File: src/rtl/sram_access_sched_pkg.sv
// rtl/sram_access_sched_pkg.sv - shared state encoding and constants for the SRAM/UART access sequencer
package sram_access_sched_pkg;

  typedef enum logic [3:0] {
    ST_IDLE,
    ST_RD,
    ST_WR_SETUP,
    ST_WR_PULSE,
    ST_WR_HOLD,
    ST_U_STAT,
    ST_U_RD_WAIT,
    ST_U_RD,
    ST_U_WR,
    ST_U_WR_WAIT
  } state_e;

  localparam logic [17:0] UART_DATA_ADDR_DFLT = 18'h0BF00;
  localparam logic [17:0] UART_STAT_ADDR_DFLT = 18'h0BF01;

  localparam logic STROBE_ON  = 1'b0;
  localparam logic STROBE_OFF = 1'b1;

  localparam int                    PHASE_CNT_W    = 2;
  localparam logic [PHASE_CNT_W-1:0] U_RD_CYCLES_M1 = 2'd1;

endpackage

File: src/rtl/sram_phase_cnt.sv
// rtl/sram_phase_cnt.sv - loadable down-counter timing strobe phase lengths, with zero flag
module sram_phase_cnt #(
  parameter int W = 2
) (
  input  logic         clk,
  input  logic         rst,
  input  logic         load,
  input  logic [W-1:0] load_val,
  input  logic         dec,
  output logic         zero
);

  logic [W-1:0] count_q, count_d;

  always_comb begin
    count_d = count_q;
    if (load) begin
      count_d = load_val;
    end else if (dec && (count_q != '0)) begin
      count_d = count_q - W'(1);
    end
  end

  always_ff @(posedge clk or posedge rst) begin
    if (rst) begin
      count_q <= '0;
    end else begin
      count_q <= count_d;
    end
  end

  assign zero = (count_q == '0);

endmodule

File: src/rtl/sram_access_sched.sv
// rtl/sram_access_sched.sv - arbitrates IF and MEM ports onto one async SRAM bank and the UART.
// Every output is a flop; strobes are decoded from the next state so they change on clock edges only.
module sram_access_sched
  import sram_access_sched_pkg::*;
#(
  parameter int                ADDR_W         = 18,
  parameter int                DATA_W         = 16,
  parameter int                RD_WAIT        = 1,
  parameter int                WR_PULSE       = 1,
  parameter logic [ADDR_W-1:0] UART_DATA_ADDR = ADDR_W'(UART_DATA_ADDR_DFLT),
  parameter logic [ADDR_W-1:0] UART_STAT_ADDR = ADDR_W'(UART_STAT_ADDR_DFLT)
) (
  input  logic              clk_50MHz,
  input  logic              rst,
  input  logic              if_req,
  input  logic [15:0]       if_addr,
  output logic [DATA_W-1:0] if_inst,
  output logic              if_valid,
  input  logic              mem_req,
  input  logic              mem_we,
  input  logic [ADDR_W-1:0] mem_addr,
  input  logic [DATA_W-1:0] mem_wdata,
  output logic [DATA_W-1:0] mem_rdata,
  output logic              mem_done,
  output logic              stall_o,
  output logic [ADDR_W-1:0] sram_addr,
  output logic [DATA_W-1:0] sram_dout,
  output logic              sram_dout_en,
  input  logic [DATA_W-1:0] sram_din,
  output logic              sram_ce_n,
  output logic              sram_oe_n,
  output logic              sram_we_n,
  output logic              uart_rdn,
  output logic              uart_wrn,
  input  logic              data_ready,
  input  logic              tbre,
  input  logic              tsre
);

  state_e                  state_q, state_d;
  logic [ADDR_W-1:0]       sram_addr_q, sram_addr_d;
  logic [DATA_W-1:0]       sram_dout_q, sram_dout_d;
  logic [DATA_W-1:0]       if_inst_q, if_inst_d;
  logic [DATA_W-1:0]       mem_rdata_q, mem_rdata_d;
  logic                    if_valid_q, if_valid_d;
  logic                    mem_done_q, mem_done_d;
  logic                    stall_q, stall_d;
  logic                    dout_en_q, dout_en_d;
  logic                    ce_n_q, ce_n_d, oe_n_q, oe_n_d, we_n_q, we_n_d;
  logic                    rdn_q, rdn_d, wrn_q, wrn_d;
  logic                    is_if_q, is_if_d;
  logic                    tbre_seen_q, tbre_seen_d;
  logic                    cnt_load, cnt_dec, cnt_zero;
  logic [PHASE_CNT_W-1:0]  cnt_val;

  sram_phase_cnt #(.W(PHASE_CNT_W)) u_phase_cnt (
    .clk      (clk_50MHz),
    .rst      (rst),
    .load     (cnt_load),
    .load_val (cnt_val),
    .dec      (cnt_dec),
    .zero     (cnt_zero)
  );

  always_comb begin
    state_d     = state_q;
    sram_addr_d = sram_addr_q;
    sram_dout_d = sram_dout_q;
    if_inst_d   = if_inst_q;
    mem_rdata_d = mem_rdata_q;
    is_if_d     = is_if_q;
    tbre_seen_d = tbre_seen_q;
    if_valid_d  = 1'b0;
    mem_done_d  = 1'b0;
    cnt_load    = 1'b0;
    cnt_dec     = 1'b0;
    cnt_val     = '0;

    unique case (state_q)
      ST_IDLE: begin
        if (mem_req) begin
          sram_addr_d = mem_addr;
          is_if_d     = 1'b0;
          if (mem_we) begin
            sram_dout_d = mem_wdata;
            if (mem_addr == UART_DATA_ADDR) begin
              state_d     = ST_U_WR;
              tbre_seen_d = 1'b0;
            end else if (mem_addr == UART_STAT_ADDR) begin
              mem_done_d = 1'b1;
            end else begin
              state_d = ST_WR_SETUP;
            end
          end else if (mem_addr == UART_DATA_ADDR) begin
            state_d = ST_U_RD_WAIT;
          end else if (mem_addr == UART_STAT_ADDR) begin
            state_d = ST_U_STAT;
          end else begin
            state_d  = ST_RD;
            cnt_load = 1'b1;
            cnt_val  = PHASE_CNT_W'(RD_WAIT);
          end
        end else if (if_req) begin
          sram_addr_d = {{(ADDR_W-16){1'b0}}, if_addr};
          is_if_d     = 1'b1;
          state_d     = ST_RD;
          cnt_load    = 1'b1;
          cnt_val     = PHASE_CNT_W'(RD_WAIT);
        end
      end
      ST_RD: begin
        if (cnt_zero) begin
          if (is_if_q) begin
            if_inst_d  = sram_din;
            if_valid_d = 1'b1;
          end else begin
            mem_rdata_d = sram_din;
            mem_done_d  = 1'b1;
          end
          state_d = ST_IDLE;
        end else begin
          cnt_dec = 1'b1;
        end
      end
      ST_WR_SETUP: begin
        state_d  = ST_WR_PULSE;
        cnt_load = 1'b1;
        cnt_val  = PHASE_CNT_W'(WR_PULSE - 1);
      end
      ST_WR_PULSE: begin
        if (cnt_zero) begin
          state_d = ST_WR_HOLD;
        end else begin
          cnt_dec = 1'b1;
        end
      end
      ST_WR_HOLD: begin
        mem_done_d = 1'b1;
        state_d    = ST_IDLE;
      end
      ST_U_STAT: begin
        mem_rdata_d = {{(DATA_W-2){1'b0}}, data_ready, tsre & tbre};
        mem_done_d  = 1'b1;
        state_d     = ST_IDLE;
      end
      ST_U_RD_WAIT: begin
        if (data_ready) begin
          state_d  = ST_U_RD;
          cnt_load = 1'b1;
          cnt_val  = U_RD_CYCLES_M1;
        end
      end
      ST_U_RD: begin
        if (cnt_zero) begin
          mem_rdata_d = sram_din;
          mem_done_d  = 1'b1;
          state_d     = ST_IDLE;
        end else begin
          cnt_dec = 1'b1;
        end
      end
      ST_U_WR: begin
        state_d = ST_U_WR_WAIT;
      end
      ST_U_WR_WAIT: begin
        // tbre must be seen first; a tsre that was already high does not count on its own
        tbre_seen_d = tbre_seen_q | tbre;
        if ((tbre_seen_q | tbre) & tsre) begin
          mem_done_d = 1'b1;
          state_d    = ST_IDLE;
        end
      end
      default: state_d = ST_IDLE;
    endcase

    ce_n_d    = (state_d inside {ST_RD, ST_WR_SETUP, ST_WR_PULSE, ST_WR_HOLD}) ? STROBE_ON : STROBE_OFF;
    oe_n_d    = (state_d == ST_RD)        ? STROBE_ON : STROBE_OFF;
    we_n_d    = (state_d == ST_WR_PULSE)  ? STROBE_ON : STROBE_OFF;
    rdn_d     = (state_d == ST_U_RD)      ? STROBE_ON : STROBE_OFF;
    wrn_d     = (state_d == ST_U_WR)      ? STROBE_ON : STROBE_OFF;
    dout_en_d = state_d inside {ST_WR_SETUP, ST_WR_PULSE, ST_WR_HOLD, ST_U_WR};
    stall_d   = (state_d != ST_IDLE) | if_valid_d | mem_done_d;
  end

  always_ff @(posedge clk_50MHz or posedge rst) begin
    if (rst) begin
      state_q     <= ST_IDLE;
      sram_addr_q <= '0;
      sram_dout_q <= '0;
      if_inst_q   <= '0;
      mem_rdata_q <= '0;
      if_valid_q  <= 1'b0;
      mem_done_q  <= 1'b0;
      stall_q     <= 1'b0;
      dout_en_q   <= 1'b0;
      ce_n_q      <= STROBE_OFF;
      oe_n_q      <= STROBE_OFF;
      we_n_q      <= STROBE_OFF;
      rdn_q       <= STROBE_OFF;
      wrn_q       <= STROBE_OFF;
      is_if_q     <= 1'b0;
      tbre_seen_q <= 1'b0;
    end else begin
      state_q     <= state_d;
      sram_addr_q <= sram_addr_d;
      sram_dout_q <= sram_dout_d;
      if_inst_q   <= if_inst_d;
      mem_rdata_q <= mem_rdata_d;
      if_valid_q  <= if_valid_d;
      mem_done_q  <= mem_done_d;
      stall_q     <= stall_d;
      dout_en_q   <= dout_en_d;
      ce_n_q      <= ce_n_d;
      oe_n_q      <= oe_n_d;
      we_n_q      <= we_n_d;
      rdn_q       <= rdn_d;
      wrn_q       <= wrn_d;
      is_if_q     <= is_if_d;
      tbre_seen_q <= tbre_seen_d;
    end
  end

  assign if_inst      = if_inst_q;
  assign if_valid     = if_valid_q;
  assign mem_rdata    = mem_rdata_q;
  assign mem_done     = mem_done_q;
  assign stall_o      = stall_q;
  assign sram_addr    = sram_addr_q;
  assign sram_dout    = sram_dout_q;
  assign sram_dout_en = dout_en_q;
  assign sram_ce_n    = ce_n_q;
  assign sram_oe_n    = oe_n_q;
  assign sram_we_n    = we_n_q;
  assign uart_rdn     = rdn_q;
  assign uart_wrn     = wrn_q;

endmodule

File: config.mk
export PLATFORM = sky130hd
export DESIGN_NAME = sram_access_sched
export DESIGN_NICKNAME = d
export VERILOG_FILES = /design/src/rtl/sram_access_sched_pkg.sv /design/src/rtl/sram_phase_cnt.sv /design/src/rtl/sram_access_sched.sv
export SDC_FILE = /design/constraint.sdc
export NUM_CORES = 1
export LEC_CHECK = 0
export ABC_AREA = 1
export BUFFER_PORTS_ARGS = -buffer_cell sky130_fd_sc_hd__clkbuf_2
export CAP_MARGIN = 10
export CORE_ASPECT_RATIO = 1.2
export CORE_MARGIN = 2
export CORE_UTILIZATION = 28
export CTS_CLUSTER_DIAMETER = 100
export CTS_CLUSTER_SIZE = 28
export DETAILED_ROUTE_END_ITERATION = 8
export SETUP_SLACK_MARGIN = 0.15
export SYNTH_ARGS = -nofsm -noshare
export SYNTH_HDL_FRONTEND = slang
export SYNTH_HIERARCHICAL = 1
export SYNTH_SLANG_ARGS = --single-unit
export TNS_END_PERCENT = 5
File: constraint.sdc
create_clock -name clk_50MHz -period 6.4 [get_ports clk_50MHz]
set_clock_uncertainty 0.05 [all_clocks]
set_input_delay 1.92 -clock clk_50MHz [delete_from_list [all_inputs] [get_ports clk_50MHz]]
set_output_delay 1.92 -clock clk_50MHz [all_outputs]
set_load 0.005 [all_outputs]
* Word-level counts from Yosys, hierarchy flattened
Cells that the tools add are included.
** Word-level totals
- Flip-flop bits (word level) :: 83
- Bits in latches :: 0
- Memory bits (writable) :: 0
- ROM bits :: 0
- Bits of input ports :: 74
- Output and inout bits :: 75
- Word-level logic and storage cells :: 124
- Memories kept :: 0
** Cells by class
- Add/sub/neg operators :: 1
- $mul :: 0
- Div/mod/pow operators :: 0
- Order comparisons :: 0
- Eq/ne operators :: 23
- Shifts and indexed selects :: 0
- Mux-type cells :: 59
- Bitwise operators :: 5
- Reductions and logical operators :: 19
** Operators by type and width (count)
- $mux W16 :: 3
- $pmux W16 S3 :: 1
- $eq A18 B16 Y1 const B :: 2
- $mux W18 :: 2
- $mux W4 :: 9
- $mux W1 :: 34
- $pmux W4 S7 :: 1
- $eq A4 B3 Y1 const B :: 6
- $eq A4 B2 Y1 const B :: 4
- $eq A4 B4 Y1 const B :: 3
- $ne A2 B2 Y1 const B :: 6
- $reduce_bool A4 Y1 :: 3
- $eq A4 B1 Y1 const B :: 2
- $reduce_and A4 Y1 :: 2
- $reduce_bool A2 Y1 :: 4
- $mux W2 :: 3
- $mux W3 :: 2
- $reduce_and A3 Y1 :: 2
- $pmux W1 S5 :: 1
- $logic_not A4 Y1 :: 1
- $pmux W2 S2 :: 1
- $reduce_or A2 Y1 :: 2
- $or A1 B1 Y1 :: 3
- $pmux W1 S3 :: 1
- 8 further kinds :: 9

* Longest topological paths before layout
Gate-level depths: netlist of run 1.
- Depth in word-level cells :: 9
- Mapped depth :: 12
- Mapped depth without buffers :: 12

* Cells and area by module
Netlist of run 1, hierarchy kept.
** By module, submodules not included
- sram_access_sched :: instances 1, cells each 433, area each 3633.5 um^2, sequential area each 2033.2 um^2
- sram_phase_cnt :: instances 1, cells each 20, area each 131.4 um^2, sequential area each 50.0 um^2

* Worst setup path after synthesis of run 1
No wires, ideal clock.
- Kind :: input-to-reg
- From :: in mem_addr[15]
- To :: reg u_phase_cnt.count_q[0]
- Setup time :: 116 ps
- Arrival time :: 3135 ps
- Data required time :: 6234 ps
- Slack :: 3098 ps
- Stages on the path :: 12
- Buffers on the path :: 0
- Cells stage by stage :: inv_1 > nor2_1 > nand2_1 > nor2_1 > nand3_1 > nand3_1 > o21ai_0 > or2_2 > inv_2 > nand2_1 > nand2_1 > nand2_1
** On the way
- Word-level cells in the longest chain between the ends :: 7
- Elaborated cells on any way between the ends :: 14
- Classes of those cells :: eq/ne (2); mux (11); reduce/logical (1)
** Ends and longest elaborated chain
- start, declared :: RTL line sram_access_sched.sv:21 : input logic [ADDR_W-1:0] mem_addr,
- $eq A18 B16 Y1 :: RTL line sram_access_sched.sv:96 : end else if (mem_addr == UART_STAT_ADDR) begin
- $mux W1 :: RTL line sram_access_sched.sv:96
- $mux W1 * :: RTL line sram_access_sched.sv:94 : end else if (mem_addr == UART_DATA_ADDR) begin
- $mux W1 * :: RTL line sram_access_sched.sv:84 : if (mem_we) begin
- $mux W2 * :: RTL line sram_access_sched.sv:81 : if (mem_req) begin
- $pmux W2 S2 * :: RTL line sram_access_sched.sv:79 : unique case (state_q)
- net cnt_val[0] :: RTL line sram_access_sched.sv:54 : logic [PHASE_CNT_W-1:0] cnt_val;
- $mux W2 * :: RTL line sram_phase_cnt.sv:17 : if (load) begin
- end signal, assigned :: RTL line sram_phase_cnt.sv:28 : count_q <= count_d;
- end, declared :: RTL line sram_phase_cnt.sv:13 : logic [W-1:0] count_q, count_d;
Mark *: on every way through the listed nets, which the timed path passes. The rest lies on a longest branch.
A chain may end at the register's enable or synchronous reset.

* Worst setup path in the final report of run 1
- From :: in mem_req
- To :: reg u_phase_cnt.count_q[0]
** On the way
- Word-level cells in the longest chain between the ends :: 3
- Elaborated cells on any way between the ends :: 6
- Classes of those cells :: mux (5); reduce/logical (1)
** Ends and longest elaborated chain
- start, declared :: RTL line sram_access_sched.sv:19 : input logic mem_req,
- $mux W2 :: RTL line sram_access_sched.sv:81
- $pmux W2 S2 :: RTL line sram_access_sched.sv:79
- net cnt_val[0] :: RTL line sram_access_sched.sv:54
- $mux W2 :: RTL line sram_phase_cnt.sv:17
The timed path passes the listed nets, and every way through them passes these cells.

==> results of run 1 <==
worst min-delay path by stage:
| stage | from | to | slack [ps] | depth (start not counted) |
|---|---|---|---|---|
| floorplan | if_inst[0] | if_inst[0] | 420 | 2 |
| detailed placement | if_inst[12] | if_inst[12] | 410 | 2 |
| finish | if_inst[12] | if_inst[12] | 420 | 2 |
| global route | sram_dout[0] | sram_dout[0] | 440 | 2 |
| CTS | if_inst[12] | if_inst[12] | 430 | 2 |
| global placement | if_inst[12] | if_inst[12] | 400 | 2 |
metrics by stage:
stage          cells  power (mW)  cell area (µm²)  setup WS, ps
2_1_floorplan    453        1.49             3760          2360
5_1_grt          771        2.62             4970          2610
6_report         771        2.41             4970          2850
3_5_place_dp     755        1.89             4650          2490
4_1_cts          771        2.45             4970          2840
3_3_place_gp     755        1.86             4650          2570
kinds of logic after synthesis:
logic type               share of synthesized area, %
buffers and inverters                            4.75
AND/OR/NAND/NOR                                  30.4
AO/OA/AOI/OAI                                    9.11
flip-flops                                       55.3
other                                          0.0996
adder cells (fa/ha/maj)                         0.332
routing by layer:
| layer | vias up | track usage (%) | wire, µm |
|---|---|---|---|
| met5 | - | 0 | 0 |
| met4 | 0 | 5.51 | 172 |
| met3 | 12 | 3.97 | 625 |
| met2 | 123 | 25.9 | 5240 |
| met1 | 1578 | 16.7 | 4330 |
| li1 | 1748 | - | - |
layout make-up:
type / instances / area (µm²)
clock buffer: 15 / 288
fill: 1383 / 8210
multi-input combinational: 326 / 1500
sequential: 83 / 2080
timing repair buffer: 149 / 748
tap: 168 / 210
inverter: 29 / 110
clock inverter: 1 / 30.0
power breakdown:
part / total, mW / switching (mW) / internal (mW)
clock network: 0.538 / 0.193 / 0.345
logic: 0.952 / 0.575 / 0.377
registers: 0.919 / 0.139 / 0.780
registers in the layout (all words and copies together), names as in the netlist:
signal	flops
uart_rdn	1
mem_done	1
sram_dout_en	1
if_inst	16
state_q	4
stall_o	1
sram_we_n	1
if_valid	1
tbre_seen_q	1
sram_dout	16
sram_addr	18
sram_ce_n	1
mem_rdata	16
is_if_q	1
sram_oe_n	1
u_phase_cnt/count_q	2
uart_wrn	1
cell usage after synthesis:
cell type | number | area share (%)
nor3_1 | 5 | 0.66
ha_1 | 1 | 0.33
a22o_1 | 2 | 0.47
a31oi_1 | 2 | 0.33
nand2_2 | 3 | 0.50
a21oi_2 | 1 | 0.23
dfrtp_1 | 78 | 52
buf_4 | 1 | 0.20
conb_1 | 1 | 0.10
nand2_1 | 164 | 16
a32oi_1 | 1 | 0.23
o2111ai_1 | 1 | 0.23
o2111ai_2 | 1 | 0.40
buf_2 | 8 | 1.1
o21ai_0 | 29 | 3.9
nor2_1 | 51 | 5.1
a21oi_1 | 3 | 0.40
nand3_1 | 32 | 4.3
o31ai_1 | 12 | 2.4
inv_2 | 6 | 0.60
nand3_2 | 3 | 0.80
nor2_4 | 3 | 0.90
nand3b_1 | 2 | 0.40
nor2_2 | 3 | 0.50
or2_2 | 1 | 0.17
and2_1 | 1 | 0.17
clkbuf_1 | 6 | 0.60
o22ai_2 | 1 | 0.33
nor3_4 | 1 | 0.43
inv_1 | 23 | 2.3
dfstp_2 | 5 | 3.5
nand4_1 | 1 | 0.17
o21ai_2 | 1 | 0.23
worst max-delay path, stage by stage:
cell and delay, ps:
clkbuf_2 300, nor2_1 190, nor2_1 80, inv_2 410
o21ai_0 200, or2_2 350, inv_2 80, nand2_1 70
nand2_1 70, nand2_1 50
==> run summary, run 1 <==
Outcome -> finished clean
Hold_buf cts -> 0
Setup crit end -> u_phase_cnt/count_q[0]
H-tree Lvls -> 3
Vias in the first global route -> 3,467
Clock slew at reported path FFs -> 60 ps
Nets -> 673
CP Capture Type -> flop
Crit share post-route -> 55.4%
Initial antenna violation count -> 0
First-pass GRT wire length -> 16,200 µm
Antenna Nets Post-Route -> 0
Crit path time final -> 3550 ps
Final Slew Violations -> 0
Largest net degree at the start of global routing -> 54
Final setup viols -> 0
Synth Area per Inst -> 8.31 µm²
Per-cell routed wire length -> 13.4 µm
Crit. Startpoint -> mem_req
I/O pins -> 149
Setup TNS -> 0 ps
Post-CTS Setup Inserts -> 0
Final Hold Viols -> 0
CTS Root Buffer Type -> clkbuf_16
Setup CP Type -> in2reg
First-pass detailed-route iteration total -> 4
Fmax -> 282 MHz
Post-Syn Area -> 3760 µm²
Most frequent cells in the layout -> nand2_1 (164), clkbuf_2 (148), dfrtp_1 (78)
Tot GR Track Use -> 14.6%
Die area -> 14,400 µm²
DRC viols -> 0
Syn nets -> 528
Critical Path RT -> 6570 ps
Ys Warns -> 6
Initial Util -> 28.6%
CTS Buf Count -> 9
Placement Rows -> 46
Leak Pwr -> 2.68 nW
GR Overflow Total -> 0
Reg2Reg Depth -> 7
Fin util -> 37.7%
P per Cell Area -> 485 nW/µm²
Netlist cell types -> 33
Fin Hold WS -> 421 ps
Via-per-instance ratio -> 4.49
Max_cap viols -> 0
Die X -> 110 µm
Crit path max fanout -> 36
Worst rel slew slack -> 44.6%
Clk buf depth -> 2
CTS resizes -> 0
Reg-to-reg endpoint -> if_inst[6]
Antenna Diode Count -> 0
Area delta synth->final -> 32.1%
Port bufs -> 148
Final WL -> 10,400 µm
Critical Path Start Type -> primary input
RSZ-0062 raised after global routing -> false
CTS tree -> built
Most common cell after layout, fill and taps aside -> nand2_1
DP HPWL -> 7940 µm
Post-Syn Instances -> 453
Layout cells sized above 1 -> 32.0%
Worst flop-to-flop path startpoint -> u_phase_cnt/count_q[0]
Yosys reg bits -> 83
Worst Path Arrival -> 3720 ps
Insertion delay to the later sink of the worst-skew pair -> 320 ps
Routed via count -> 3,461
Worst Max-Slew Pin Slew -> 828 ps
Initial drt markers -> 204
Clock Sinks -> 83
Placeable core region -> 13,200 µm²
Final Wtd Congestion -> 0.847
HP Class -> reg2reg
Register area share after synthesis -> 55.3%
Worst vdd ir -> 0.172 mV
Die H -> 131 µm
R2R Setup Slk -> 4100 ps
No activity file was read; power rests on OpenSTA's default activity.
==> run 2: changes to the inputs <==
==> constraint.sdc (replaced) <==
create_clock -name clk_50MHz -period 3.5 [get_ports clk_50MHz]
set_clock_uncertainty 0.05 [all_clocks]
set_input_delay 1.05 -clock clk_50MHz [delete_from_list [all_inputs] [get_ports clk_50MHz]]
set_output_delay 1.05 -clock clk_50MHz [all_outputs]
set_load 0.005 [all_outputs]
==> run summary, run 2 (same netlist as run 1, synthesis figures left out) <==
Final setup viols -> 0 (unchanged)
Initial antenna violation count -> 0 (unchanged)
I/O pins -> 149 (unchanged)
Hold_buf cts -> 0 (unchanged)
Crit path time final -> 2450 ps
Critical Path RT -> 3730 ps (was 6570 ps)
DRC viols -> 0 (unchanged)
Max FFs per register -> 18 (unchanged)
Design area -> 5000 µm² (was 4970 µm²)
Register area -> 2080 µm² (unchanged)
Clock slew at reported path FFs -> 60 ps (about the same)
Fin Hold WS -> 421 ps (about the same)
Layout cells sized above 1 -> 32.8% (was 32.0%)
Fmax -> 408 MHz
CTS Root Buffer Type -> clkbuf_16 (unchanged)
Area of the multi-input gates -> 1500 µm² (unchanged)
First-pass GRT wire length -> 16,800 µm (was 16,200 µm)
Total Power -> 4.38 mW (was 2.41 mW)
Worst Path Arrival -> 2680 ps (was 3720 ps)
Setup TNS -> 0 ps (unchanged)
Area after DPL -> 4700 µm² (was 4650 µm²)
Crit share post-route -> 70.0%
CP Capture Type -> flop (unchanged)
Clock Sinks -> 83 (unchanged)
Crit path max fanout -> 5 (was 36)
Max_cap viols -> 0 (unchanged)
Initial drt markers -> 250 (was 204)
Die X -> 110 µm (unchanged)
CTS Buf Count -> 9 (unchanged)
Port bufs -> 148 (unchanged)
Final Non-Filler Cells -> 775 (was 771)
Tot GR Track Use -> 15.1% (was 14.6%)
Area delta synth->final -> 32.7% (was 32.1%)
Worst vdd ir -> 0.273 mV (was 0.172 mV)
Fill cells -> 1,368 (was 1,383)
Most frequent cells in the layout -> nand2_1 (164), clkbuf_2 (148), dfrtp_1 (78) (unchanged)
Placement Rows -> 46 (unchanged)
Initial Util -> 28.6% (unchanged)
P per Cell Area -> 878 nW/µm² (was 485 nW/µm²)
First-pass detailed-route iteration total -> 4 (unchanged)
Antenna Nets Post-Route -> 0 (unchanged)
Clk buf depth -> 2 (unchanged)
Placed insts -> 759 (was 755)
Nets -> 677 (was 673)
GR Overflow Total -> 0 (unchanged)
DP HPWL -> 8220 µm (was 7940 µm)
RSZ-0062 raised after global routing -> false (unchanged)
CTS resizes -> 0 (unchanged)
Die H -> 131 µm (unchanged)
Fin util -> 37.9% (was 37.7%)
Die area -> 14,400 µm² (unchanged)
Critical Path Start Type -> primary input (unchanged)
Most common cell after layout, fill and taps aside -> nand2_1 (unchanged)
Placeable core region -> 13,200 µm² (unchanged)
PnR worst setup slack -> 1050 ps (was 2850 ps)
Worst rel slew slack -> 53.3% (was 44.6%)
Insertion delay to the later sink of the worst-skew pair -> 340 ps (was 320 ps)
Leak Pwr -> 2.69 nW (was 2.68 nW)
Pre-CTS setup slack -> 712 ps (was 2490 ps)
Setup CP Type -> in2reg (unchanged)
Antenna Diode Count -> 0 (unchanged)
Per-cell routed wire length -> 13.7 µm (was 13.4 µm)
Vias in the first global route -> 3,458 (was 3,467)
Worst Max-Slew Pin Slew -> 700 ps (was 828 ps)
Final Wtd Congestion -> 0.849 (was 0.847)
Outcome -> finished clean (unchanged)
Via-per-instance ratio -> 4.60 (was 4.49)
CTS tree -> built (unchanged)
Routed via count -> 3,564 (was 3,461)
Final Slew Violations -> 0 (unchanged)
Final WL -> 10,600 µm (was 10,400 µm)
Final Hold Viols -> 0 (unchanged)
H-tree Lvls -> 3 (unchanged)
Largest net degree at the start of global routing -> 54 (unchanged)
Post-CTS Setup Inserts -> 0 (unchanged)
HP Class -> reg2reg (unchanged)
[run 2: where the power goes]
group	internal [mW]	switching (mW)
sequential	1.43	0.254
clock	0.543	0.392
combinational	0.705	1.06
[run 2: critical path, cell delays in order]
cell,delay (ps)
clkbuf_2,70
inv_1,40
nor2_1,120
nand2_1,60
nor2_1,220
nand3_1,170
nand3_1,140
o21ai_0,110
or2_2,340
o21ai_0,210
nand2_1,80
nand2_1,60
[run 2: path summary, 6_finish.rpt]
check | depth (start not counted) | slack (ps) | start | end
setup / recovery | 12 | 1050 | mem_addr[15] | u_phase_cnt/count_q[1]
hold / removal | 2 | 420 | sram_dout[5] | sram_dout[5]
setup reg to reg | 9 | 1450 | state_q[3] | sram_dout_en
hold reg to reg | 2 | 420 | sram_dout[5] | sram_dout[5]
max in group asynchronous | 3 | 2010 | rst | sram_we_n
min in group asynchronous | 2 | 520 | rst | u_phase_cnt/count_q[1]
[run 2: routing by layer]
layer  vias to the layer above  wire length, µm  GRT usage [%]
li1                       1751                -              -
met1                      1674             4360           17.2
met2                       118             5230           26.1
met3                        21              748           3.57
met4                         0              286           7.97
met5                         -                0              0
[run 2: layout make-up]
cell class	instances	area share (%)
tap	168	4.21
multi-input combinational	326	30.1
inverter	29	2.20
timing repair buffer	153	15.8
sequential	83	41.7
clock inverter	4	0.651
clock buffer	12	5.33
==> run 3: changes to the inputs <==
--- a/config.mk
+++ b/config.mk
@@ -5,7 +5,7 @@
 export SDC_FILE = /design/constraint.sdc
 export NUM_CORES = 1
 export LEC_CHECK = 0
-export ABC_AREA = 1
+export ABC_AREA = 0
 export BUFFER_PORTS_ARGS = -buffer_cell sky130_fd_sc_hd__clkbuf_2
 export CAP_MARGIN = 10
 export CORE_ASPECT_RATIO = 1.2
==> constraint.sdc (replaced) <==
create_clock -name clk_50MHz -period 2.3 [get_ports clk_50MHz]
set_clock_uncertainty 0.05 [all_clocks]
set_input_delay 0.69 -clock clk_50MHz [delete_from_list [all_inputs] [get_ports clk_50MHz]]
set_output_delay 0.69 -clock clk_50MHz [all_outputs]
set_load 0.005 [all_outputs]
==> run summary, run 3 <==
Outcome -> complete, but fails checks (was finished clean)
Failing checks -> negative setup slack
Leading area contributor after synthesis -> dfrtp_1 (unchanged)
Worst flop-to-flop path startpoint -> u_phase_cnt/count_q[0] (was state_q[3])
Post-synth top cells -> nand2_1 (101), dfrtp_1 (78), o21ai_0 (21) (was nand2_1 (164), dfrtp_1 (78), nor2_1 (51))
CP delay by family, top -> simple AND/OR/NAND/NOR gates (unchanged)
Top cells by area, synth -> dfrtp_1 (54%), nand2_1 (10%), mux2_2 (5.0%), mux2i_1 (4.7%), dfstp_2 (3.6%) (was dfrtp_1 (52%), nand2_1 (16%), nor2_1 (5.1%), nand3_1 (4.3%), o21ai_0 (3.9%))
Worst Path Arrival -> 2570 ps (was 2680 ps)
Antenna Nets Post-Route -> 0 (unchanged)
I/O pins -> 149 (unchanged)
First-pass detailed-route iteration total -> 4 (unchanged)
Placed insts -> 675 (was 759)
Per-cell routed wire length -> 13.9 µm (was 13.7 µm)
Crit. Startpoint -> mem_addr[7] (was mem_addr[15])
Initial Util -> 28.6% (about the same)
Register area share after synthesis -> 57.5% (was 55.3%)
Die X -> 108 µm (was 110 µm)
Clk buf depth -> 2 (unchanged)
RSZ-0062 raised after global routing -> true (was false)
Final Wtd Congestion -> 0.812 (was 0.849)
CTS Buf Count -> 9 (unchanged)
DRC viols -> 0 (unchanged)
CTS Root Buffer Type -> clkbuf_16 (unchanged)
H-tree Lvls -> 3 (unchanged)
Fmax -> 413 MHz
Final Slew Violations -> 0 (unchanged)
Syn nets -> 424 (was 528)
Area delta synth->final -> 43.7% (was 32.7%)
Setup TNS -> -134 ps (was 0 ps)
Crit-path cells -> buf_8, nor4_4, nand3_2, or4_4, a211o_1, or4_4 (was clkbuf_2, inv_1, nor2_1, nand2_1, nor2_1, nand3_1, nand3_1, o21ai_0, or2_2, o21ai_0, nand2_1, nand2_1)
Final WL -> 9640 µm (was 10,600 µm)
Number of synthesized flops with an enable pin -> 0 (unchanged)
Fill cells -> 1,264 (was 1,368)
Via-per-instance ratio -> 4.57 (was 4.60)
Worst path most repeated cell -> or4_4 (was nand2_1)
HP Class -> in2async (was reg2reg)
Crit path max fanout -> 2 (was 5)
CP max stage delay -> 540 ps (was 340 ps)
Initial drt markers -> 141 (was 250)
PnR worst setup slack -> -119 ps (was 1050 ps)
GR Overflow Total -> 0 (unchanged)
Area after DPL -> 4790 µm² (was 4700 µm²)
Initial antenna violation count -> 0 (unchanged)
Largest net degree at the start of global routing -> 37 (was 54)
Slowest-stage cell, CP -> or4_4 (was or2_2)
Die area -> 13,900 µm² (was 14,400 µm²)
Routed via count -> 3,165 (was 3,564)
Layout cells sized above 1 -> 45.2% (was 32.8%)
CTS tree -> built (unchanged)
Final setup viols -> 2 (was 0)
Clock slew at reported path FFs -> 60 ps (about the same)
Placement Rows -> 45 (was 46)
P per Cell Area -> 1290 nW/µm² (was 878 nW/µm²)
Top FF cell, synth -> dfrtp_1 (unchanged)
Placeable core region -> 12,700 µm² (was 13,200 µm²)
Design area -> 5200 µm² (was 5000 µm²)
Worst Path Buf+Inv -> 1 (was 2)
Insertion delay to the later sink of the worst-skew pair -> 330 ps (was 340 ps)
Leak Pwr -> 2.70 nW (was 2.69 nW)
Fin Hold WS -> 169 ps (was 421 ps)
Crit path time final -> 2420 ps
Worst vdd ir -> 0.497 mV (was 0.273 mV)
Vias in the first global route -> 3,221 (was 3,458)
Pre-CTS setup slack -> -479 ps (was 712 ps)
Yosys reg bits -> 83 (unchanged)
Critical Path RT -> 2450 ps (was 3730 ps)
Most common cell after layout, fill and taps aside -> clkbuf_2 (was nand2_1)
Die H -> 129 µm (was 131 µm)
Synth Area per Inst -> 10.4 µm² (was 8.31 µm²)
Nets -> 599 (was 677)
Ys Warns -> 6 (unchanged)
Max_cap viols -> 0 (unchanged)
Antenna Diode Count -> 0 (unchanged)
Tot GR Track Use -> 14.4% (was 15.1%)
Count leader, synth -> nand2_1 (unchanged)
Final Hold Viols -> 0 (unchanged)
Crit share post-route -> 105%
DP HPWL -> 7520 µm (was 8220 µm)
Area share of the largest cell type after synthesis -> 53.9% (was 51.8%)
Post-synth ARST share -> 100% (unchanged)
First-pass GRT wire length -> 15,800 µm (was 16,800 µm)
Worst Max-Slew Pin Slew -> 615 ps (was 700 ps)
Most frequent cells in the layout -> clkbuf_2 (145), nand2_1 (101), dfrtp_1 (78) (was nand2_1 (164), clkbuf_2 (148), dfrtp_1 (78))
Post-Syn Area -> 3620 µm² (was 3760 µm²)
Setup CP Type -> in2reg (unchanged)
Netlist cell types -> 54 (was 33)
Critical Path Start Type -> primary input (unchanged)
Worst rel slew slack -> 59.0% (was 53.3%)
Clock Sinks -> 83 (unchanged)
Hold_buf cts -> 0 (unchanged)
Final Non-Filler Cells -> 693 (was 775)
Port bufs -> 148 (unchanged)
CP Capture Type -> flop (unchanged)
Post-Syn Instances -> 349 (was 453)
Max FFs per register -> 18 (unchanged)
run 3: cell types whose count changed in the layout (fill, tap and decap cells not counted), moves of 12 or more:
cell,change
buf_4,+27
mux2_2,+16
inv_1,-17
mux2i_1,+17
nor2_1,-45
nand3_1,-15
nand2_1,-63
o31ai_1,-12
run 3: worst register-to-register path: cells and delay by family (launching register included):
family / cells / cell delay [ps]
buffers and inverters: 1 / 60
and+or+nand+nor: 2 / 770
AOI/OAI and AO/OA: 3 / 540
DFF: 1 / 390
adders and majority gates: 1 / 230
run 3: final timing paths:
check | endpoint | slack [ps] | depth (start not counted)
max in group asynchronous | uart_rdn | 1220 | 3
min | u_phase_cnt/count_q[1] | 170 | 2
min reg2reg | mem_rdata[10] | 420 | 2
max reg2reg | stall_o | 130 | 7
max | stall_o | -120 | 6
min in group clk_50MHz | mem_rdata[10] | 420 | 2
run 3: what timing repair did:
| item | 4_1_cts | 5_1_grt |
|---|---|---|
| gates cloned | 0 | 0 |
| setup buffers | 1 | 1 |
| pin swaps | 6 | 7 |
| setup endpoints to repair | 4 | 24 |
| gates resized for setup | 8 | 12 |
run 3: final cells by class:
type | count | area, µm² | share of cell area, %
repair buffers | 182 | 1060 | 20.3
inverters | 6 | 26.3 | 0.505
clock buffers | 11 | 253 | 4.86
clock inverters | 5 | 61.3 | 1.18
well taps | 164 | 205 | 3.94
flip-flops and latches | 83 | 2080 | 40.0
multi-input cells | 242 | 1520 | 29.1
run 3: stage by stage:
stage / util, % / power, mW
floorplan: - / 3.91
global placement: 37.8 / 5.08
detailed placement: 37.8 / 5.20
CTS: 40.7 / 6.75
global route: 41.1 / 7.25
finish: 41.1 / 6.69
run 3: per-layer routing:
layer | GRT usage, % | wire length (µm)
met4 | 4.37 | 104
met5 | 0 | 0
met2 | 25.3 | 4890
met3 | 3.80 | 626
met1 | 17.1 | 4020
run 3: where the power goes:
group	internal, mW	total (mW)	switching (mW)
registers	2.16	2.52	0.365
logic	1.34	2.69	1.35
clock network	0.904	1.48	0.578
total	4.40	6.69	2.30
run 3: logic make-up after synthesis:
group,count (synthesis),synth area share [%]
other,1,0.104
flip-flops,83,57.5
multiplexers,33,9.68
AO/OA/AOI/OAI,48,8.71
adder cells (fa/ha/maj),1,0.345
XOR/XNOR,1,0.242
buffers and inverters,24,2.56
AND/OR/NAND/NOR,158,20.8
